File: src/rtl/bcd_pkg.sv
// Shared types and constants for the sequential binary-to-BCD converter.
// The 7-segment table is only used when the design is built with BCD_SEG_EN.
package bcd_pkg;

    typedef enum logic [1:0] {
        IDLE,
        SHIFT,
        DONE
    } state_t;

    localparam int DEFAULT_W      = 8;
    localparam int DEFAULT_DIGITS = 3;

    // Segment order is {g,f,e,d,c,b,a}, active-high
    localparam logic [6:0] SEG_0     = 7'h3F;
    localparam logic [6:0] SEG_1     = 7'h06;
    localparam logic [6:0] SEG_2     = 7'h5B;
    localparam logic [6:0] SEG_3     = 7'h4F;
    localparam logic [6:0] SEG_4     = 7'h66;
    localparam logic [6:0] SEG_5     = 7'h6D;
    localparam logic [6:0] SEG_6     = 7'h7D;
    localparam logic [6:0] SEG_7     = 7'h07;
    localparam logic [6:0] SEG_8     = 7'h7F;
    localparam logic [6:0] SEG_9     = 7'h6F;
    localparam logic [6:0] SEG_BLANK = 7'h00;

    function automatic logic [6:0] seg_encode(input logic [3:0] digit);
        logic [6:0] pattern;
        case (digit)
            4'd0:    pattern = SEG_0;
            4'd1:    pattern = SEG_1;
            4'd2:    pattern = SEG_2;
            4'd3:    pattern = SEG_3;
            4'd4:    pattern = SEG_4;
            4'd5:    pattern = SEG_5;
            4'd6:    pattern = SEG_6;
            4'd7:    pattern = SEG_7;
            4'd8:    pattern = SEG_8;
            4'd9:    pattern = SEG_9;
            default: pattern = SEG_BLANK;
        endcase
        return pattern;
    endfunction

endpackage

File: src/rtl/bin_to_bcd_seq_if.sv
// Handshake and result bundle between the converter and its user.
// The seg bundle exists only when BCD_SEG_EN is defined.
interface bin_to_bcd_seq_if
    import bcd_pkg::*;
#(
    parameter int W      = DEFAULT_W,
    parameter int DIGITS = DEFAULT_DIGITS
);

    logic                  start;
    logic [W-1:0]          bin_in;
    logic                  busy;
    logic                  done;
    logic [4*DIGITS-1:0]   bcd;
`ifdef BCD_SEG_EN
    logic [7*DIGITS-1:0]   seg;

    modport master (output start, output bin_in,
                    input busy, input done, input bcd, input seg);
    modport slave  (input start, input bin_in,
                    output busy, output done, output bcd, output seg);
`else
    modport master (output start, output bin_in,
                    input busy, input done, input bcd);
    modport slave  (input start, input bin_in,
                    output busy, output done, output bcd);
`endif

endinterface

File: src/rtl/bcd_add3.sv
// One double-dabble digit correction: digits of 5 or more get 3 added so the
// following left shift carries correctly into the next decimal digit.
module bcd_add3 (
    input  logic [3:0] digit,
    output logic [3:0] adjusted
);

    assign adjusted = (digit >= 4'd5) ? digit + 4'd3 : digit;

endmodule

File: src/rtl/bin_to_bcd_seq.sv
// Sequential shift-add-3 binary-to-BCD converter, one input bit per clock.
// Define BCD_SEG_EN to add registered 7-segment outputs for every digit.
module bin_to_bcd_seq
    import bcd_pkg::*;
#(
    parameter int W      = DEFAULT_W,
    parameter int DIGITS = DEFAULT_DIGITS
) (
    input logic            clk,
    input logic            rst,
    bin_to_bcd_seq_if.slave bus
);

    localparam int CNT_W = $clog2(W + 1);
    localparam int BCD_W = 4 * DIGITS;

    state_t              state;
    state_t              next_state;
    logic [W-1:0]        shreg;
    logic [BCD_W-1:0]    scratch;
    logic [BCD_W-1:0]    adjusted;
    logic [BCD_W-1:0]    scratch_shifted;
    logic [CNT_W-1:0]    cnt;
    logic [BCD_W-1:0]    bcd_q;
    logic                last_shift;
    logic                busy;
    logic                done;

    for (genvar i = 0; i < DIGITS; i++) begin : g_adjust
        bcd_add3 u_add3 (
            .digit    (scratch[4*i +: 4]),
            .adjusted (adjusted[4*i +: 4])
        );
    end

    assign scratch_shifted = {adjusted[BCD_W-2:0], shreg[W-1]};
    assign last_shift      = (state == SHIFT) && (cnt == CNT_W'(1));

    always_ff @(posedge clk or posedge rst) begin
        if (rst) begin
            state <= IDLE;
        end else begin
            state <= next_state;
        end
    end

    always_comb begin
        next_state = state;
        case (state)
            IDLE:    if (bus.start) next_state = SHIFT;
            SHIFT:   if (last_shift) next_state = DONE;
            DONE:    next_state = IDLE;
            default: next_state = IDLE;
        endcase
    end

    // busy/done decode straight from the state register, so start never reaches them combinationally
    always_comb begin
        busy = 1'b0;
        done = 1'b0;
        case (state)
            SHIFT:   busy = 1'b1;
            DONE: begin
                busy = 1'b1;
                done = 1'b1;
            end
            default: ;
        endcase
    end

    // The result register loads on the final shift so it is valid in the same cycle done rises
    always_ff @(posedge clk or posedge rst) begin
        if (rst) begin
            shreg   <= '0;
            scratch <= '0;
            cnt     <= '0;
            bcd_q   <= '0;
        end else begin
            case (state)
                IDLE: begin
                    if (bus.start) begin
                        shreg   <= bus.bin_in;
                        scratch <= '0;
                        cnt     <= CNT_W'(W);
                    end
                end
                SHIFT: begin
                    shreg   <= {shreg[W-2:0], 1'b0};
                    scratch <= scratch_shifted;
                    cnt     <= cnt - CNT_W'(1);
                    if (last_shift) begin
                        bcd_q <= scratch_shifted;
                    end
                end
                default: ;
            endcase
        end
    end

    assign bus.busy = busy;
    assign bus.done = done;
    assign bus.bcd  = bcd_q;

`ifdef BCD_SEG_EN
    logic [7*DIGITS-1:0] seg_q;

    always_ff @(posedge clk or posedge rst) begin
        if (rst) begin
            seg_q <= {DIGITS{SEG_0}};
        end else if (last_shift) begin
            for (int i = 0; i < DIGITS; i++) begin
                seg_q[7*i +: 7] <= seg_encode(scratch_shifted[4*i +: 4]);
            end
        end
    end

    assign bus.seg = seg_q;
`endif

endmodule

File: src/flat_wrapper.sv
// flat-port wrapper written by rule: the top's interface ports become plain ports
module bin_to_bcd_seq_flat import bcd_pkg::*;
#(
    parameter int W      = DEFAULT_W,
    parameter int DIGITS = DEFAULT_DIGITS
)
  (clk, rst, bus_start, bus_bin_in, bus_busy, bus_done, bus_bcd);
  bin_to_bcd_seq_if #(.W(W), .DIGITS(DIGITS)) bus_i ();
  input logic clk;
  input logic rst;
  input wire logic [$bits(bus_i.start)-1:0] bus_start;
  input wire logic [$bits(bus_i.bin_in)-1:0] bus_bin_in;
  output wire logic [$bits(bus_i.busy)-1:0] bus_busy;
  output wire logic [$bits(bus_i.done)-1:0] bus_done;
  output wire logic [$bits(bus_i.bcd)-1:0] bus_bcd;
  assign bus_i.start = bus_start;
  assign bus_i.bin_in = bus_bin_in;
  assign bus_busy = bus_i.busy;
  assign bus_done = bus_i.done;
  assign bus_bcd = bus_i.bcd;
  bin_to_bcd_seq #(.W(W), .DIGITS(DIGITS)) u_core (.clk(clk), .rst(rst), .bus(bus_i));
endmodule
File: config.mk
export PLATFORM = sky130hd
export DESIGN_NAME = bin_to_bcd_seq_flat
export DESIGN_NICKNAME = d
export VERILOG_FILES = /design/src/rtl/bcd_pkg.sv /design/src/rtl/bin_to_bcd_seq_if.sv /design/src/rtl/bcd_add3.sv /design/src/rtl/bin_to_bcd_seq.sv /design/src/flat_wrapper.sv
export SDC_FILE = /design/constraint.sdc
export NUM_CORES = 1
export LEC_CHECK = 0
export ABC_CLOCK_PERIOD_IN_PS = 1650
export CORE_MARGIN = 1.5
export CORE_UTILIZATION = 28
export DETAILED_ROUTE_END_ITERATION = 10
export HOLD_SLACK_MARGIN = 0.08
export PLACE_DENSITY = 0.44
export SYNTH_ARGS = -nofsm -noshare
export SYNTH_HDL_FRONTEND = slang
export SYNTH_SLANG_ARGS = --single-unit
File: constraint.sdc
create_clock -name clk -period 1.65 [get_ports clk]
set_input_delay 0.33 -clock clk [delete_from_list [all_inputs] [get_ports clk]]
set_output_delay 0.33 -clock clk [all_outputs]
set_load 0.05 [all_outputs]
==> results of run 1 <==
## stage by stage
step	hold slack, ps	cells	utilization
floorplan	450	186	-
global placement	465	297	0.361
detailed placement	472	297	0.361
CTS	382	305	0.375
global route	425	305	0.379
finish	384	305	0.379
## state kept, by name, summed over array words and instances, names as in the netlist
register and flops:
u_core.shreg 8, u_core.state 2, u_core.cnt 4, u_core.scratch 12
u_core.bus.bcd 12
## where the power goes
group | leakage, nW | internal (mW) | switching [mW]
Sequential | 0.502 | 1.27 | 0.254
Combinational | 0.530 | 1.05 | 1.42
Clock | 0.0482 | 0.337 | 0.339
Total | 1.08 | 2.65 | 2.01
## worst register-to-register path: cells and delay by family, from the launching register on
kind,cells,cell delay (ps)
DFF,1,400
muxes,1,380
AOI/OAI and AO/OA,2,320
adders and majority gates,1,190
buffers and inverters,1,120
and+or+nand+nor,1,80
## how the worst min path moves through the flow
stage / to / slack [ps] / depth (start not counted)
after floorplan: u_core.shreg[1] / 450 / 2
after global placement: u_core.bus.bcd[3] / 460 / 2
after detailed placement: u_core.bus.bcd[5] / 470 / 2
after CTS: u_core.scratch[8] / 380 / 3
after global routing: u_core.scratch[11] / 430 / 3
final: u_core.scratch[9] / 380 / 3
## cell usage after synthesis, drive strengths merged, types with 3 or more instances
master,count
a21oi,13
a32o,3
buf,6
dfrtp,38
ha,11
inv,12
mux2,4
mux2i,6
nand2,25
nand2b,5
nor2,5
nor3b,6
o21ai,28
o22ai,7
o31ai,3
xnor2,3
## final cells by class
class / count / area, um^2
repair buffers: 41 / 370
inverters: 12 / 45.0
well taps: 77 / 96.3
clock inverters: 1 / 5.00
flip-flops and latches: 38 / 951
clock buffers: 7 / 86.3
fillers: 657 / 3990
multi-input cells: 129 / 880
## cells by family after synthesis
family | share of synthesized area
and+or+nand+nor | 0.140
DFF | 0.503
muxes | 0.0556
AOI/OAI and AO/OA | 0.170
buffers and inverters | 0.0450
xor gates and xnor gates | 0.0139
adders and majority gates | 0.0728
## layer usage
layer | part of all wire | wire length (um) | vias up | GRT usage
met1 | 0.50 | 1960 | 672 | 0.169
met2 | 0.45 | 1790 | 22 | 0.187
met4 | 0.016 | 63 | 0 | 0.0492
li1 | - | - | 737 | -
met5 | 0 | 0 | - | 0
met3 | 0.034 | 136 | 8 | 0.0321
==> run_results.csv, run 1 <==
group,metric,value,unit
cts,ctsHoldBuffers,0,
die,num_rows,29,
setup_path,rrSetupSlack,90,ps
cts,clockBufferDepth,2,
layout,nNetsFinal,249,
die,die_area,0.00726,mm^2
sta,hold_violations,0,
synth,yosys_warnings,0,
grt,grt.total_usage,0.124,
cts,cts_tree,"built",
cts,cts_resized,0,
placement,port_buffers,24,
die,core,0.00642,mm^2
setup_path,reg2reg_from,"u_core.scratch[0]",
setup_path,slowest_stage,"dfrtp_1",
setup_path,cp_max_fo,3,
sta,timing.final.crit_period,1560,ps
route,wire_per_inst,12.9,um
synth,postSynthAreaPerCell,10.2,um^2
sta,tns,0,ps
route,drt_pass1_iterations,7,
sta,fin_crit_sh,0.947,
route,drt_iter0_markers,41,
synth,synth_top_cell_by_area,"dfrtp_1",
flow_run,maxCapViolations,0,
sta,fmax,640,MHz
grt,grt_overflow,0,
cts,cts_buffers,5,
setup_path,cp-startpoint,"u_core.scratch[0]",
setup_path,worstPathArrival,1780,ps
setup_path,rr_endpoint,"u_core.bus.bcd[2]",
status,outcome,"finished with violations",
setup_path,path_buf_inv,1,
sta,max_slew_margin,0.728,
route,route.detailed.drc,2,
synth,syn_nets,208,
grt,grt_pass1_vias,1456,
die,ios,25,
synth,async_flop_share,1.00,
synth,synth_ff_type,"dfrtp_1",
grt,grt_pass1_wl,6970,um
synth,ys_types,34,
grt,grt_start_max_net_pins,39,
setup_path,start_kind,"flop",
layout,antenna_cells,0,
hold_path,hold_path.class,"in -> async",
setup_path,crit_type,"reg -> reg",
grt,antenna_found_initial,0,
cts,root_buffer,"clkbuf_8",
synth,synth_area_leaders,"dfrtp_1 50%, ha_1 7.3%, o21ai_0 6.1%",
placement,post-dp-hpwl,2750,um
setup_path,cp.required,1870,ps
power,leakagePower,1.08,nW
power,power.total,4.67,mW
synth,synth_edf_count,0,
cts,numClockSinks,38,
sta,skew,2.34,ps
synth,ys_ff_latch,38,
setup_path,critPathCapture,"u_core.bus.bcd[2]",
layout,drive_gt1_frac,0.237,
cts,worstSkewPairLatency,290,ps
synth,seq_area_frac_synth,0.503,
synth,yosysTopAreaCellShare,0.503,
sta,finalWorstSetupSlack,87.6,ps
placement,post_dp_cell_area,0.00232,mm^2
die,fp.dieH,85.2,um
synth,syn_inst,186,
route,drt-total-wl,3950,um
route,antenna_left,0,
setup_path,worstSetupPathDepth,6,
setup_path,endpoint_kind,"flop",
power,power_density,1920,mW/mm^2
die,start_util,0.295,
power,vdd_drop_max,0.532,mV
synth,synth_area,0.00189,mm^2
setup_path,slowest_delay,400,ps
layout,area_delta_synth_final,28.6,%
layout,layout_commonest_cell,"dfrtp_1",
placement,pre_cts_ws,-61.3,ps
setup_path,r2r_cells,6,
route,viasPerCell,4.72,
cts,cts_max_level,2,
sta,finalSetupViolations,0,
placement,gp_congestion,0.782,
status,failed_checks,"DRC",
layout,fin_area,0.00243,mm^2
layout,layout_common_cells,"38 x dfrtp_1, 28 x buf_4, 24 x nand2_1",
setup_path,crit_chain,"inv_1 -> ha_1 -> nand2b_1 -> a21oi_2 -> mux2_2 -> o21ai_0",
cts,post_cts_buffers,0,
setup_path,path_delay_family,"flip-flops",
die,die_x,85.2,um
cts,clk_pin_slew,70,ps
sta,slew_violations,0,
sta,worst_slew_pin_slew,402,ps
route,vias,1439,
(Power assumes the default switching activity.)
==> run 2: changes to the inputs <==
--- a/config.mk
+++ b/config.mk
@@ -11,6 +11,7 @@
 export DETAILED_ROUTE_END_ITERATION = 10
 export HOLD_SLACK_MARGIN = 0.08
 export PLACE_DENSITY = 0.44
+export SLEW_MARGIN = 10
 export SYNTH_ARGS = -nofsm -noshare
 export SYNTH_HDL_FRONTEND = slang
 export SYNTH_SLANG_ARGS = --single-unit
==> results of run 2 <==
No change in the layout: final DEF, timing and power equal those of run 1.
==> run 3: changes to the inputs <==
--- a/config.mk
+++ b/config.mk
@@ -10,7 +10,7 @@
 export CORE_UTILIZATION = 28
 export DETAILED_ROUTE_END_ITERATION = 10
 export HOLD_SLACK_MARGIN = 0.08
-export PLACE_DENSITY = 0.44
+export PLACE_DENSITY_LB_ADDON = 0.15
 export SLEW_MARGIN = 10
 export SYNTH_ARGS = -nofsm -noshare
 export SYNTH_HDL_FRONTEND = slang
==> run 3 against run 2 <==
The run now ends clean. First-iteration DRC count grew 22%. Setup slack worse by 24 ps. Sequential power hardly changed. Clock power hardly changed. Register-to-register slack improved by 20 ps. Die area did not move. Largest power group unchanged.
==> run_results.csv, run 3 (same netlist as run 1, synthesis figures left out) <==
group,metric,value,unit
power,power_frac_clock,0.139,
setup_path,slowest_delay,430,ps
layout,drive_gt1_frac,0.270,
sta,finalWorstSetupSlack,63.7,ps
power,p_comb_frac,0.546,
sta,hold_violations,0,
sta,max_slew_margin,0.806,
layout,layout_commonest_cell,"dfrtp_1",
route,antenna_left,0,
power,power_density,1940,mW/mm^2
power,sequentialPowerShare,0.315,
hold_path,hold_path.class,"in -> async",
layout,antenna_cells,0,
layout,layout_common_cells,"38 x dfrtp_1, 32 x buf_4, 23 x nand2_1, 23 x o21ai_0",
cts,numClockSinks,38,
setup_path,cp_max_fo,3,
placement,gp_congestion,0.739,
placement,post-dp-hpwl,2800,um
die,num_rows,29,
route,drt_iter0_markers,50,
setup_path,crit_chain,"inv_1 -> ha_4 -> buf_12",
flow_run,maxCapViolations,0,
layout,area_delta_synth_final,32.6,%
grt,grt_pass1_vias,1473,
power,p_int,2.81,mW
sta,fmax,630,MHz
setup_path,path_buf_inv,2,
power,swShare,0.424,
placement,place_inst,302,
status,outcome,"finished clean",
setup_path,worstPathArrival,1260,ps
layout,fin_cells,310,
cts,clk_pin_slew,80,ps
power,p_switching,2.07,mW
grt,grt_pass1_wl,6890,um
grt,grt.total_usage,0.124,
grt,antenna_found_initial,0,
route,drt-total-wl,3960,um
sta,fin_crit_sh,0.961,
cts,cts_buffers,5,
die,core,0.00642,mm^2
sta,skew,10.5,ps
setup_path,path_delay_family,"flip-flops",
route,vias,1472,
power,power.total,4.87,mW
route,wire_per_inst,12.8,um
setup_path,cp.required,1320,ps
sta,worst_slew_pin_slew,287,ps
placement,port_buffers,24,
sta,slew_violations,0,
setup_path,crit_type,"reg -> out",
grt,grt_start_max_net_pins,39,
setup_path,start_kind,"flop",
power,vdd_drop_max,0.533,mV
setup_path,endpoint_kind,"output pin",
route,route.detailed.drc,0,
cts,cts_max_level,2,
die,die_x,85.2,um
cts,post_cts_buffers,0,
grt,grt_overflow,0,
cts,cts_tree,"built",
die,ios,25,
setup_path,slowest_stage,"dfrtp_1",
route,viasPerCell,4.75,
die,fp.dieH,85.2,um
layout,nNetsFinal,254,
sta,timing.final.crit_period,1590,ps
cts,worstSkewPairLatency,300,ps
power,leakagePower,1.12,nW
sta,finalSetupViolations,0,
die,die_area,0.00726,mm^2
cts,clockBufferDepth,2,
route,drt_pass1_iterations,4,
die,start_util,0.295,
layout,postLayoutCoreUtil,0.391,
cts,root_buffer,"clkbuf_8",
placement,pre_cts_ws,-44.0,ps
-- run 3: cell type report --
type / instances / area, um^2
repair buffers: 46 / 420
multi-input cells: 129 / 905
fillers: 643 / 3910
inverters: 12 / 45.0
clock inverters: 1 / 5.00
clock buffers: 7 / 86.3
flip-flops and latches: 38 / 951
well taps: 77 / 96.3
-- run 3: path summary, 6_finish.rpt --
check | startpoint | to | slack, ps | cells past startpoint
min | rst | u_core.shreg[4] | 360 | 3
min in group clk | u_core.bus.bcd[4] | u_core.bus.bcd[4] | 480 | 2
min reg2reg | u_core.bus.bcd[4] | u_core.bus.bcd[4] | 480 | 2
max reg2reg | u_core.state[0] | u_core.scratch[11] | 110 | 6
max in group asynchronous | rst | u_core.bus.bcd[5] | 1070 | 3
max | u_core.state[0] | bus_busy | 60 | 3
-- run 3: worst reg2reg max path, delay by kind of cell, from the launching register on --
| kind | cells | cell delay [ps] |
|---|---|---|
| and+or+nand+nor | 2 | 280 |
| adders and majority gates | 1 | 180 |
| AOI/OAI and AO/OA | 1 | 270 |
| DFF | 1 | 440 |
| buffers and inverters | 2 | 260 |
-- run 3: stage by stage --
step                      TNS [ps]  area, um^2  hold slack [ps]
after CTS                        0        2460              383
after detailed placement      -107        2370              471
after floorplan                  0        1890              450
final                            0        2510              364
after global routing         -3.46        2510              413
after global placement       -15.8        2370              463
-- run 3: power groups by stage --
| stage | logic, mW | clock network [mW] | registers, mW |
|---|---|---|---|
| 2_1_floorplan | 1.41 | 0 | 1.76 |
| 5_1_grt | 2.95 | 0.749 | 1.59 |
| 6_report | 2.66 | 0.675 | 1.54 |
| 4_1_cts | 2.60 | 0.705 | 1.52 |
| 3_3_place_gp | 2.57 | 0 | 1.54 |
| 3_5_place_dp | 2.58 | 0 | 1.54 |
-- run 3: metal layers --
| layer | track usage | share of wire | wire length (um) | vias to the layer above |
|---|---|---|---|---|
| li1 | - | - | - | 740 |
| met1 | 0.155 | 0.47 | 1860 | 699 |
| met2 | 0.199 | 0.48 | 1890 | 27 |
| met3 | 0.0409 | 0.037 | 148 | 6 |
| met4 | 0.0447 | 0.014 | 55 | 0 |
| met5 | 0 | 0 | 0 | - |
-- run 3: timing repair --
action | in CTS | in global routing
resized for setup | 0 | 13
hold buffers | 0 | 0
endpoints found under the setup margin | 0 | 24
